**config.mk**
```make
export PLATFORM = sky130hd
export DESIGN_NAME = alu_arbiter
export DESIGN_NICKNAME = d
export VERILOG_FILES = /design/src/rtl/alu_arbiter.sv
export SDC_FILE = /design/constraint.sdc
export NUM_CORES = 1
export LEC_CHECK = 0
export CAP_MARGIN = 0
export CORE_UTILIZATION = 30
export DETAILED_ROUTE_END_ITERATION = 8
export GPL_TIMING_DRIVEN = 0
export PLACE_DENSITY = 0.63
export SYNTH_ARGS = -nofsm -noshare
export SYNTH_HDL_FRONTEND = slang
export SYNTH_SLANG_ARGS = --single-unit
```
**constraint.sdc**
```tcl
create_clock -name clk -period 3 [get_ports clk]
set_input_delay 0.9 -clock clk [delete_from_list [all_inputs] [get_ports clk]]
set_output_delay 0.9 -clock clk [all_outputs]
set_load 0.005 [all_outputs]
```
**src/rtl/alu_arbiter.sv**
```systemverilog
`timescale 1ns/1ps
`default_nettype none
// ============================================================================
//  Module      : alu_arbiter
//  Description : Two-port arbiter in front of a shared combinational ALU.
//                One operation is in flight at a time (IDLE -> EXEC -> RESP).
//                The result and Zero flag are registered and held until the
//                owning requester consumes them.
//  Revision    : 1.0 - initial release
// ============================================================================
module alu_arbiter #(
  parameter int PRIO_FIXED = 0
) (
  input  logic        clk,
  input  logic        reset,
  input  logic        req0_valid,
  output logic        req0_ready,
  input  logic [31:0] req0_a,
  input  logic [31:0] req0_b,
  input  logic [2:0]  req0_op,
  input  logic        req1_valid,
  output logic        req1_ready,
  input  logic [31:0] req1_a,
  input  logic [31:0] req1_b,
  input  logic [2:0]  req1_op,
  output logic        rsp0_valid,
  input  logic        rsp0_ready,
  output logic        rsp1_valid,
  input  logic        rsp1_ready,
  output logic [31:0] rsp_result,
  output logic        rsp_zero,
  output logic [31:0] alu_a,
  output logic [31:0] alu_b,
  output logic [2:0]  alu_ctrl,
  input  logic [31:0] alu_result,
  input  logic        alu_zero
);

  typedef enum logic [1:0] {
    ST_IDLE = 2'd0,
    ST_EXEC = 2'd1,
    ST_RESP = 2'd2
  } state_t;

  state_t      state_q, state_d;
  logic        owner_q, owner_d;
  logic        last_grant_q, last_grant_d;
  logic [31:0] opa_q, opa_d;
  logic [31:0] opb_q, opb_d;
  logic [2:0]  op_q, op_d;
  logic [31:0] result_q, result_d;
  logic        zero_q, zero_d;

  logic        grant_any;
  logic        grant_port;
  logic        accept;
  logic        rsp_release;

  // Grant selection: only the valid flags and the last winner matter, never the payload
  always_comb begin
    grant_any  = req0_valid | req1_valid;
    grant_port = ((PRIO_FIXED == 0) && req0_valid && req1_valid) ? ~last_grant_q : ~req0_valid;
    // Ready is held off while reset is asserted, even though the state already reads IDLE
    accept     = reset && (state_q == ST_IDLE) && grant_any;
    req0_ready = accept & ~grant_port;
    req1_ready = accept &  grant_port;
  end

  // Next-state and datapath register updates for the three-phase transaction
  always_comb begin
    state_d      = state_q;
    owner_d      = owner_q;
    last_grant_d = last_grant_q;
    opa_d        = opa_q;
    opb_d        = opb_q;
    op_d         = op_q;
    result_d     = result_q;
    zero_d       = zero_q;
    rsp_release  = owner_q ? rsp1_ready : rsp0_ready;
    case (state_q)
      ST_IDLE: begin
        if (accept) begin
          state_d      = ST_EXEC;
          owner_d      = grant_port;
          last_grant_d = grant_port;
          opa_d        = grant_port ? req1_a  : req0_a;
          opb_d        = grant_port ? req1_b  : req0_b;
          op_d         = grant_port ? req1_op : req0_op;
        end
      end
      ST_EXEC: begin
        result_d = alu_result;
        zero_d   = alu_zero;
        state_d  = ST_RESP;
      end
      ST_RESP: begin
        if (rsp_release) begin
          state_d = ST_IDLE;
        end
      end
      default: begin
        state_d = ST_IDLE;
      end
    endcase
  end

  // State registers; reset aborts any transaction and favours port 0 next
  always_ff @(posedge clk) begin
    if (!reset) begin
      state_q      <= ST_IDLE;
      owner_q      <= 1'b0;
      last_grant_q <= 1'b1;
      opa_q        <= 32'd0;
      opb_q        <= 32'd0;
      op_q         <= 3'd0;
      result_q     <= 32'd0;
      zero_q       <= 1'b0;
    end else begin
      state_q      <= state_d;
      owner_q      <= owner_d;
      last_grant_q <= last_grant_d;
      opa_q        <= opa_d;
      opb_q        <= opb_d;
      op_q         <= op_d;
      result_q     <= result_d;
      zero_q       <= zero_d;
    end
  end

  // Response and ALU drive come straight from registered state
  always_comb begin
    rsp0_valid = reset && (state_q == ST_RESP) && !owner_q;
    rsp1_valid = reset && (state_q == ST_RESP) &&  owner_q;
    rsp_result = result_q;
    rsp_zero   = zero_q;
    alu_a      = opa_q;
    alu_b      = opb_q;
    alu_ctrl   = op_q;
  end

endmodule
`default_nettype wire

```
==> results by group, run 1 <==
Clock tree
  – Clock transition at path regs: 0.06 ns
  – Worst-Skew Late Latency: 0.35 ns
  – Root Buffer: clkbuf_16
  – CTS buffer count: 9
  – Htree depth: 3
  – CTS tree: done
  – Max Buffers Root-to-Sink: 2
  – Clock sink count: 104
  – CTS Hold Bufs: 0

Global route
  – GR Layer Usage met2: 0.415
  – Met3 usage: 0.0755
  – Largest net degree at the start of global routing: 17
  – Total congestion overflow: 0
  – GRT Overall Usage: 0.238
  – Initial antenna violation count: 0
  – Grt met1 use: 0.267
  – Vias in the first global route: 5770
  – Most used routing layer: met2
  – First-pass GRT wire length: 30.1 mm

Power
  – Comb pwr share: 0.281
  – Switch share: 0.285
  – Design Power: 3.70 mW
  – P_int: 2.64 mW
  – Clock share of power: 0.292
  – PD cells: 453 nW/um^2
  – Sequential Power Share: 0.427
  – Leak: 2.66 nW
  – Peak VDD IR: 269 uV
  – Switch Pwr: 1.05 mW

Place
  – Pre-CTS WS: -1.37 ns
  – Placed Cells: 1058
  – Hpwl dp: 15.0 mm
  – I/O Buffers: 275
  – Gpl congestion: 0.870
  – Area post-placement: 7800 sq um

Logic synthesis
  – Synth warnings: 0
  – Sequential-to-total area share from yosys stat: 0.435
  – Netlist cell types: 26
  – Syn Area/Cell: 8.37 sq um
  – Synth top area share: 0.435
  – Syn Nets: 745
  – Cells after Synth: 572
  – Synth area leaders: dfxtp_1 43%, a21oi_1 11%, o211ai_1 11%, a311oi_1 10%, o21ai_0 6.0%
  – Flops & latches, synth: 104
  – Yosys top cell by area: dfxtp_1
  – Synthesized area: 4790 sq um

Critical path
  – Crit path max fanout: 6
  – Crit path required time: 2.10 ns
  – Worst path slowest cell: dlygate4sd2_1
  – CP cell instances: buf_2 -> or2_1 -> buf_6 -> and2_4 -> buf_12 -> o21a_1 -> dlygate4sd2_1
  – Critical path class: primary input to output port
  – CP Launch Type: primary input
  – CP arrival: 1.98 ns
  – Max stage delay on crit path: 0.25 ns
  – Crit end category: output port

Timing
  – Worst slew margin: 0.513
  – Setup ws final: 0.123 ns
  – Fin Setup TNS: 0 ns
  – Post-layout min period: 2.88 ns
  – Setup-failing EPs final: 0
  – Pins Over Slew Limit: 0
  – Share of the clock period used by the worst path: 0.959
  – Fmax: 348 MHz
  – Fin. Hold Viols: 0
  – Slew @ Worst Pin: 0.731 ns
  – WHS: 0.456 ns
  – RSZ-0062 raised after global routing: false
  – Worst Skew: 0.00871 ns

Status
  – Run status: finished clean

Final layout
  – Layout Utilization: 0.530
  – Share of layout cells above drive strength 1: 0.0657
  – Post-Layout Inst Area: 8150 sq um
  – Syn-to-layout area delta: 70.3%
  – Fillers: 1445
  – Reg area: 2080 sq um
  – Final net count: 1037
  – Antenna cells: 0
  – Multi-input logic area: 2380 sq um
  – Finished Layout Cells: 1079

Floorplanning
  – Die area: 16500 sq um
  – Placeable Area: 15400 sq um
  – Die Width: 128 microns
  – Die height: 128 microns
  – # rows: 45
  – Ports: 277
  – Starting density of the core: 0.311

Detailed routing
  – Routed WL per cell: 18.6 microns
  – DRC: 0
  – Vias per cell: 5.38
  – Final wirelength: 20.0 mm
  – Antenna viol nets, final: 0
  – 1st-pass router iterations: 5
  – 1st-iter DRT viols: 237
  – Via count: 5808

Run
  – Max Cap Violations: 0

Worst hold path
  – Worst min path class: flip-flop to flip-flop
-- routing by layer --
layer | wire [microns] | up-vias
li1 | - | 2756
met1 | 7830 | 2720
met2 | 9740 | 294
met3 | 1900 | 38
met4 | 556 | 0
met5 | 0 | -
-- Yosys cell counts --
| cell type | count |
|---|---|
| buf_6 | 3 |
| nand2b_1 | 1 |
| o21a_1 | 1 |
| nor3b_1 | 1 |
| nor3b_2 | 1 |
| buf_1 | 2 |
| and2_4 | 1 |
| inv_2 | 1 |
| dfxtp_1 | 104 |
| nor3_1 | 1 |
| o21ai_0 | 57 |
| nor2_1 | 2 |
| inv_1 | 2 |
| clkbuf_1 | 61 |
| a311oi_1 | 57 |
| a311oi_2 | 10 |
| or2_1 | 1 |
| nor2b_2 | 1 |
| nand2_1 | 67 |
| buf_2 | 13 |
| a21oi_1 | 103 |
| and3_1 | 1 |
| o21ai_1 | 11 |
| o211ai_1 | 67 |
| nor2b_1 | 2 |
| mux2i_1 | 1 |
-- logic make-up after synthesis --
logic type	count (synthesis)	share of synthesized area
AOI/OAI and AO/OA	306	0.421
DFF	104	0.435
buffers and inverters	82	0.0724
and+or+nand+nor	79	0.0695
muxes	1	0.00209
-- power groups by stage --
stage	logic (mW)	clock network (mW)	registers, mW
floorplan	0.404	0	1.61
global placement	1.00	0	1.60
detailed placement	1.02	0	1.61
CTS	1.04	1.11	1.58
global route	1.13	1.17	1.59
finish	1.04	1.08	1.58
-- registers in the layout, summed over array words and instances, names as in the netlist --
name and count:
last_grant_q 1, alu_a 32, alu_b 32, rsp_result 32, owner_q 1, alu_ctrl 3
state_q 2, rsp_zero 1
-- worst max-delay path: cells and delay by family --
family          cells  cell delay [ns]
buf+inv             4             0.63
simple gates        2             0.35
compound gates      1             0.09
-- layout by cell type (no fill, tap or decap), types with 2 or more instances in the layout --
cell	n
o21ai_1	11
clkbuf_1	59
dfxtp_1	104
o211ai_1	67
clkinv_4	2
buf_2	11
nor3b_4	2
clkbuf_2	2
nor2b_1	2
nand2_1	67
clkinv_2	4
buf_1	2
inv_1	2
buf_4	7
clkdlybuf4s50_1	271
a311oi_2	10
nor2_1	2
a311oi_1	57
o21ai_0	57
buf_6	5
a21oi_1	103
clkbuf_16	9
-- cell type report --
class | instances | area share
Clock buffer | 9 | 0.0276
Clock inverter | 6 | 0.00460
Tap cell | 211 | 0.0324
Multi-Input combinational cell | 386 | 0.292
Timing Repair Buffer | 283 | 0.343
Inverter | 3 | 0.00138
Buffer | 77 | 0.0431
Sequential cell | 104 | 0.255
-- final timing paths --
check	end	slack [ns]	cells past startpoint	from
worst max-delay path	req1_ready	0.12	7	req0_valid
worst min-delay path	rsp_result[26]	0.46	2	rsp_result[26]
worst max register to register	alu_b[27]	0.98	5	last_grant_q
worst min register to register	rsp_result[26]	0.46	2	rsp_result[26]
-- what timing repair did --
item                       in CTS  in global routing
pin swaps                       0                  1
setup endpoints to repair       4                  1
buffers inserted                8                  0
resized for setup              23                  3
(Power assumes the default switching activity.)
==> run 2: changes to the inputs <==
--- a/config.mk
+++ b/config.mk
@@ -6,10 +6,12 @@
 export NUM_CORES = 1
 export LEC_CHECK = 0
 export CAP_MARGIN = 0
-export CORE_UTILIZATION = 30
+export CELL_PAD_IN_SITES_DETAIL_PLACEMENT = 0
+export CELL_PAD_IN_SITES_GLOBAL_PLACEMENT = 2
+export CORE_UTILIZATION = 20
 export DETAILED_ROUTE_END_ITERATION = 8
 export GPL_TIMING_DRIVEN = 0
-export PLACE_DENSITY = 0.63
+export PLACE_DENSITY = 0.77
 export SYNTH_ARGS = -nofsm -noshare
 export SYNTH_HDL_FRONTEND = slang
 export SYNTH_SLANG_ARGS = --single-unit
==> constraint.sdc (replaced) <==
create_clock -name clk -period 3 [get_ports clk]
set_input_delay 0.9 -clock clk [delete_from_list [all_inputs] [get_ports clk]]
set_output_delay 0.9 -clock clk [all_outputs]
set_load 0.01 [all_outputs]
==> results by group, run 2 (same netlist as run 1, synthesis figures left out) <==
Timing
  – Fmax: 346 MHz
  – Slew @ Worst Pin: 0.725 ns
  – WHS: 0.454 ns
  – Worst Skew: 0.00934 ns
  – Post-layout min period: 2.89 ns
  – Worst slew margin: 0.516
  – Setup ws final: 0.108 ns
  – Setup-failing EPs final: 0
  – RSZ-0062 raised after global routing: false
  – Pins Over Slew Limit: 0
  – Fin. Hold Viols: 0
  – Share of the clock period used by the worst path: 0.964
  – Fin Setup TNS: 0 ns

Status
  – Run status: finished clean

Critical path
  – CP arrival: 1.99 ns
  – CP Launch Point: req1_valid
  – Crit path required time: 2.10 ns
  – Max stage delay on crit path: 0.25 ns
  – Crit path max fanout: 11
  – Crit end category: output port
  – Critical path class: primary input to output port
  – CP Launch Type: primary input
  – Worst path slowest cell: dlygate4sd2_1
  – CP cell instances: dlygate4sd2_1 -> or2_1 -> buf_6 -> and2_4 -> buf_12 -> o21a_1 -> buf_2
  – Reg-to-Reg Start: last_grant_q

Final layout
  – Commonest non-fill, non-tap cell in the layout: clkdlybuf4s50_1
  – Most frequent cells in the layout: 271 x clkdlybuf4s50_1, 104 x dfxtp_1, 103 x a21oi_1, 67 x nand2_1, 67 x o211ai_1
  – Final net count: 1039
  – Layout Utilization: 0.356
  – Share of layout cells above drive strength 1: 0.0666
  – Finished Layout Cells: 1191
  – Syn-to-layout area delta: 74.8%
  – Post-Layout Inst Area: 8370 sq um

Place
  – Gpl congestion: 0.808
  – Area post-placement: 7940 sq um
  – I/O Buffers: 275
  – Hpwl dp: 16.2 mm
  – Pre-CTS WS: -1.64 ns
  – Placed Cells: 1166

Power
  – Clock share of power: 0.331
  – Switch share: 0.285
  – Leak: 2.69 nW
  – Switch Pwr: 1.13 mW
  – Comb pwr share: 0.275
  – P_int: 2.85 mW
  – PD cells: 476 nW/um^2
  – Design Power: 3.99 mW
  – Sequential Power Share: 0.395
  – Peak VDD IR: 279 uV

Clock tree
  – CTS tree: done
  – Clock transition at path regs: 0.07 ns
  – CTS buffer count: 9
  – Max Buffers Root-to-Sink: 2
  – Root Buffer: clkbuf_16
  – Htree depth: 3
  – Worst-Skew Late Latency: 0.35 ns
  – Clock sink count: 104
  – CTS Hold Bufs: 0

Worst hold path
  – Worst min path class: flip-flop to flip-flop
  – Hold_sp: rsp_result[19]

Detailed routing
  – 1st-pass router iterations: 5
  – Vias per cell: 4.69
  – Via count: 5589
  – Antenna viol nets, final: 0
  – 1st-iter DRT viols: 222
  – Routed WL per cell: 18.3 microns
  – DRC: 0
  – Final wirelength: 21.8 mm

Floorplanning
  – Placeable Area: 23500 sq um
  – Ports: 277
  – Die area: 24600 sq um
  – Starting density of the core: 0.204
  – # rows: 56
  – Die Width: 157 microns
  – Die height: 157 microns

Run
  – Max Cap Violations: 0

Global route
  – Total congestion overflow: 0
  – Initial antenna violation count: 1
  – First-pass GRT wire length: 32.5 mm
  – Vias in the first global route: 5588
  – GRT Overall Usage: 0.175
  – Largest net degree at the start of global routing: 17
run 2: changes by cell type in the layout (fill, tap and decap cells not counted), moves of 2 or more:
| cell | delta |
|---|---|
| bufinv_16 | +2 |
| clkbuf_1 | +2 |
| clkinv_2 | -4 |
| buf_4 | +4 |
run 2: worst paths after layout:
kind               endpoint  slack (ns)  cells after the start
min reg2reg  rsp_result[19]        0.45                      2
min          rsp_result[19]        0.45                      2
max reg2reg       alu_b[28]        0.90                      5
max              req1_ready        0.11                      7
run 2: final cells by class:
class                      count  area (sq um)
clock buffer                  12           246
fill                        2456         15100
buffer                        76           343
timing repair buffer         286          2820
sequential                   104          2080
tap                          319           399
clock inverter                 4          77.6
multi-input combinational    386          2380
inverter                       3          11.3
antenna                        1          2.50
run 2: power groups by stage:
| stage | Sequential (mW) | Combinational [mW] | Clock (mW) |
|---|---|---|---|
| 2_1_floorplan | 1.65 | 0.405 | 0 |
| 3_3_place_gp | 1.60 | 1.09 | 0 |
| 3_5_place_dp | 1.60 | 1.09 | 0 |
| 4_1_cts | 1.57 | 1.11 | 1.38 |
| 5_1_grt | 1.59 | 1.19 | 1.42 |
| 6_report | 1.57 | 1.09 | 1.32 |
run 2: timing repair:
action / in CTS / in global routing
hold endpoints to repair: 0 / 0
endpoints found under the setup margin: 5 / 1
pin swaps: 1 / 0
buffers inserted: 7 / 4
cloned: 0 / 0
resized for setup: 26 / 0
run 2: routing by layer:
metal  share of wire  vias up  GRT usage  routed length, microns
li1                -     2760          -                       -
met1            0.44     2582      0.225                    9530
met2            0.46      224      0.276                    9990
met3           0.086       23     0.0559                    1880
met4           0.018        0     0.0565                     393
met5               0        -          0                       0
run 2: critical path, delay by kind of cell:
| family | cells | cell delay [ns] |
|---|---|---|
| AOI/OAI and AO/OA | 1 | 0.10 |
| and+or+nand+nor | 2 | 0.35 |
| buffers and inverters | 4 | 0.64 |
==> RTL change (flow settings as in run 2) <==
Encoding of `state_t`: now one-hot (3 bits for 3 states).
--- a/src/rtl/alu_arbiter.sv
+++ b/src/rtl/alu_arbiter.sv
@@ -38,6 +38,6 @@
 
-  typedef enum logic [1:0] {
-    ST_IDLE = 2'd0,
-    ST_EXEC = 2'd1,
-    ST_RESP = 2'd2
+  typedef enum logic [2:0] {
+    ST_IDLE = 3'b001,
+    ST_EXEC = 3'b010,
+    ST_RESP = 3'b100
   } state_t;
Check against the original RTL: no difference found for any inputs over 4 cycles, from zero or initial values and one cycle with reset low; so few cycles prove little.
==> RTL change against run 2 <==
Area after synthesis is 7.2% lower. Critical path type unchanged. Synthesized cell count is 14% lower. Setup slack worse by 69 ps. Total power rose by 4.1%. Maximum frequency shrank 2.3%. Wire length shrank 17%. Design area shrank 5.8%. Critical path depth is 3 lower. Sequential share of layout area rose by 1.8 points. Sequential cell count increased by 1. First-iteration DRC count shrank 15%.
==> RTL change: results (changes against run 2) <==
Outcome
  – Outcome: finished clean

Logic synthesis
  – Synth top area cells: dfxtp_1, o32ai_1, nand2_1
  – Register area share after synthesis: 0.473 (+0.0383)
  – Post-synth cell types: 32 (+23%)
  – Synthesized Nets: 663 (-11%)

Power and ir drop
  – LEAKAGE: 2.94 nW (+8.9%)
  – Worst vdd ir: 216 uV (-23%)
  – Clock share of power: 0.306 (-0.025)
  – Sw frac: 0.289 (+0.00422)
  – Pwr/cell area: 527 nW/um^2 (+11%)
  – Power Sequential: 1.69 mW (+8%)

Placed design
  – Worst slack at placement: -905 ps (+740 ps)
  – GP Congestion: 0.716 (-11%)
  – # port buffers: 276 (+0.36%)
  – Post-DP HPWL: 13,600 um (-16%)

Detailed routing
  – DR iter-0 viols: 189 (-15%)
  – Drt pass-1 iters: 4 (-1)
  – Vias: 4,845 (-13%)

Layout
  – Filler cells: 2,301 (-6.3%)
  – Antenna cells: 0 (-1)
  – Layout Nets: 947 (-8.9%)
  – Share of cells above drive strength 1: 0.0668 (+0.000162)

Worst setup path
  – Max Fanout on Critical Path: 4 (-7)

Global route
  – Initial antenna violation count: 0 (-1)
  – First-pass GRT wire length: 27,200 um (-17%)

STA
  – Slew HR: 0.591 (+0.0745)
[RTL change: routing by layer]
layer / track usage / wire length, um
met3: 0.0443 / 1490
met4: 0.0450 / 192
met1: 0.195 / 7780
met5: 0 / 0
met2: 0.262 / 8590
[RTL change: critical path: stages]
cell             delay (ps)
clkdlybuf4s50_1         550
a21bo_4                 260
nor2_2                  100
clkdlybuf4s15_2         250
[RTL change: logic make-up (layout without fill, tap and decap cells)]
group | after synthesis | count (layout) | share of synthesized area
AND/OR/NAND/NOR | 149 | 149 | 0.139
AO/OA/AOI/OAI | 175 | 175 | 0.316
buffers and inverters | 60 | 349 | 0.0699
flip-flops | 105 | 105 | 0.473
multiplexers | 1 | 1 | 0.00225
[RTL change: path summary, 6_finish.rpt]
check	from	to	slack, ps	cells after the start
hold / removal	rsp_result[13]$_SDFFE_PN0N_	rsp_result[13]$_SDFFE_PN0N_	450	2
setup reg to reg	last_grant_q$_SDFFE_PN1P_	alu_b[24]$_SDFFE_PN0P_	1200	7
setup / recovery	req1_valid	req1_ready	40	4
hold reg to reg	rsp_result[13]$_SDFFE_PN0N_	rsp_result[13]$_SDFFE_PN0N_	450	2
[RTL change: stage by stage]
stage	hold slack (ps)	instances	area, sq um	setup TNS, ps
finish	454	1059	7880	0
global route	470	1059	7880	0
CTS	457	1059	7880	0
detailed placement	447	1046	7550	-2640
global placement	441	1046	7550	-2590
floorplan	478	490	4440	0
[RTL change: layout make-up]
class                   instances  share of cell area
multi-input cells             325               0.260
clock buffers                  10              0.0303
flip-flops and latches        105               0.267
repair buffers                278               0.352
clock inverters                 6             0.00937
well taps                     280              0.0445
plain buffers                  52              0.0356
inverters                       3             0.00175
[RTL change: what timing repair did]
action,CTS,global route
setup buffers,2,0
hold buffers,0,0
gates resized for setup,18,2
endpoints found under the setup margin,4,1
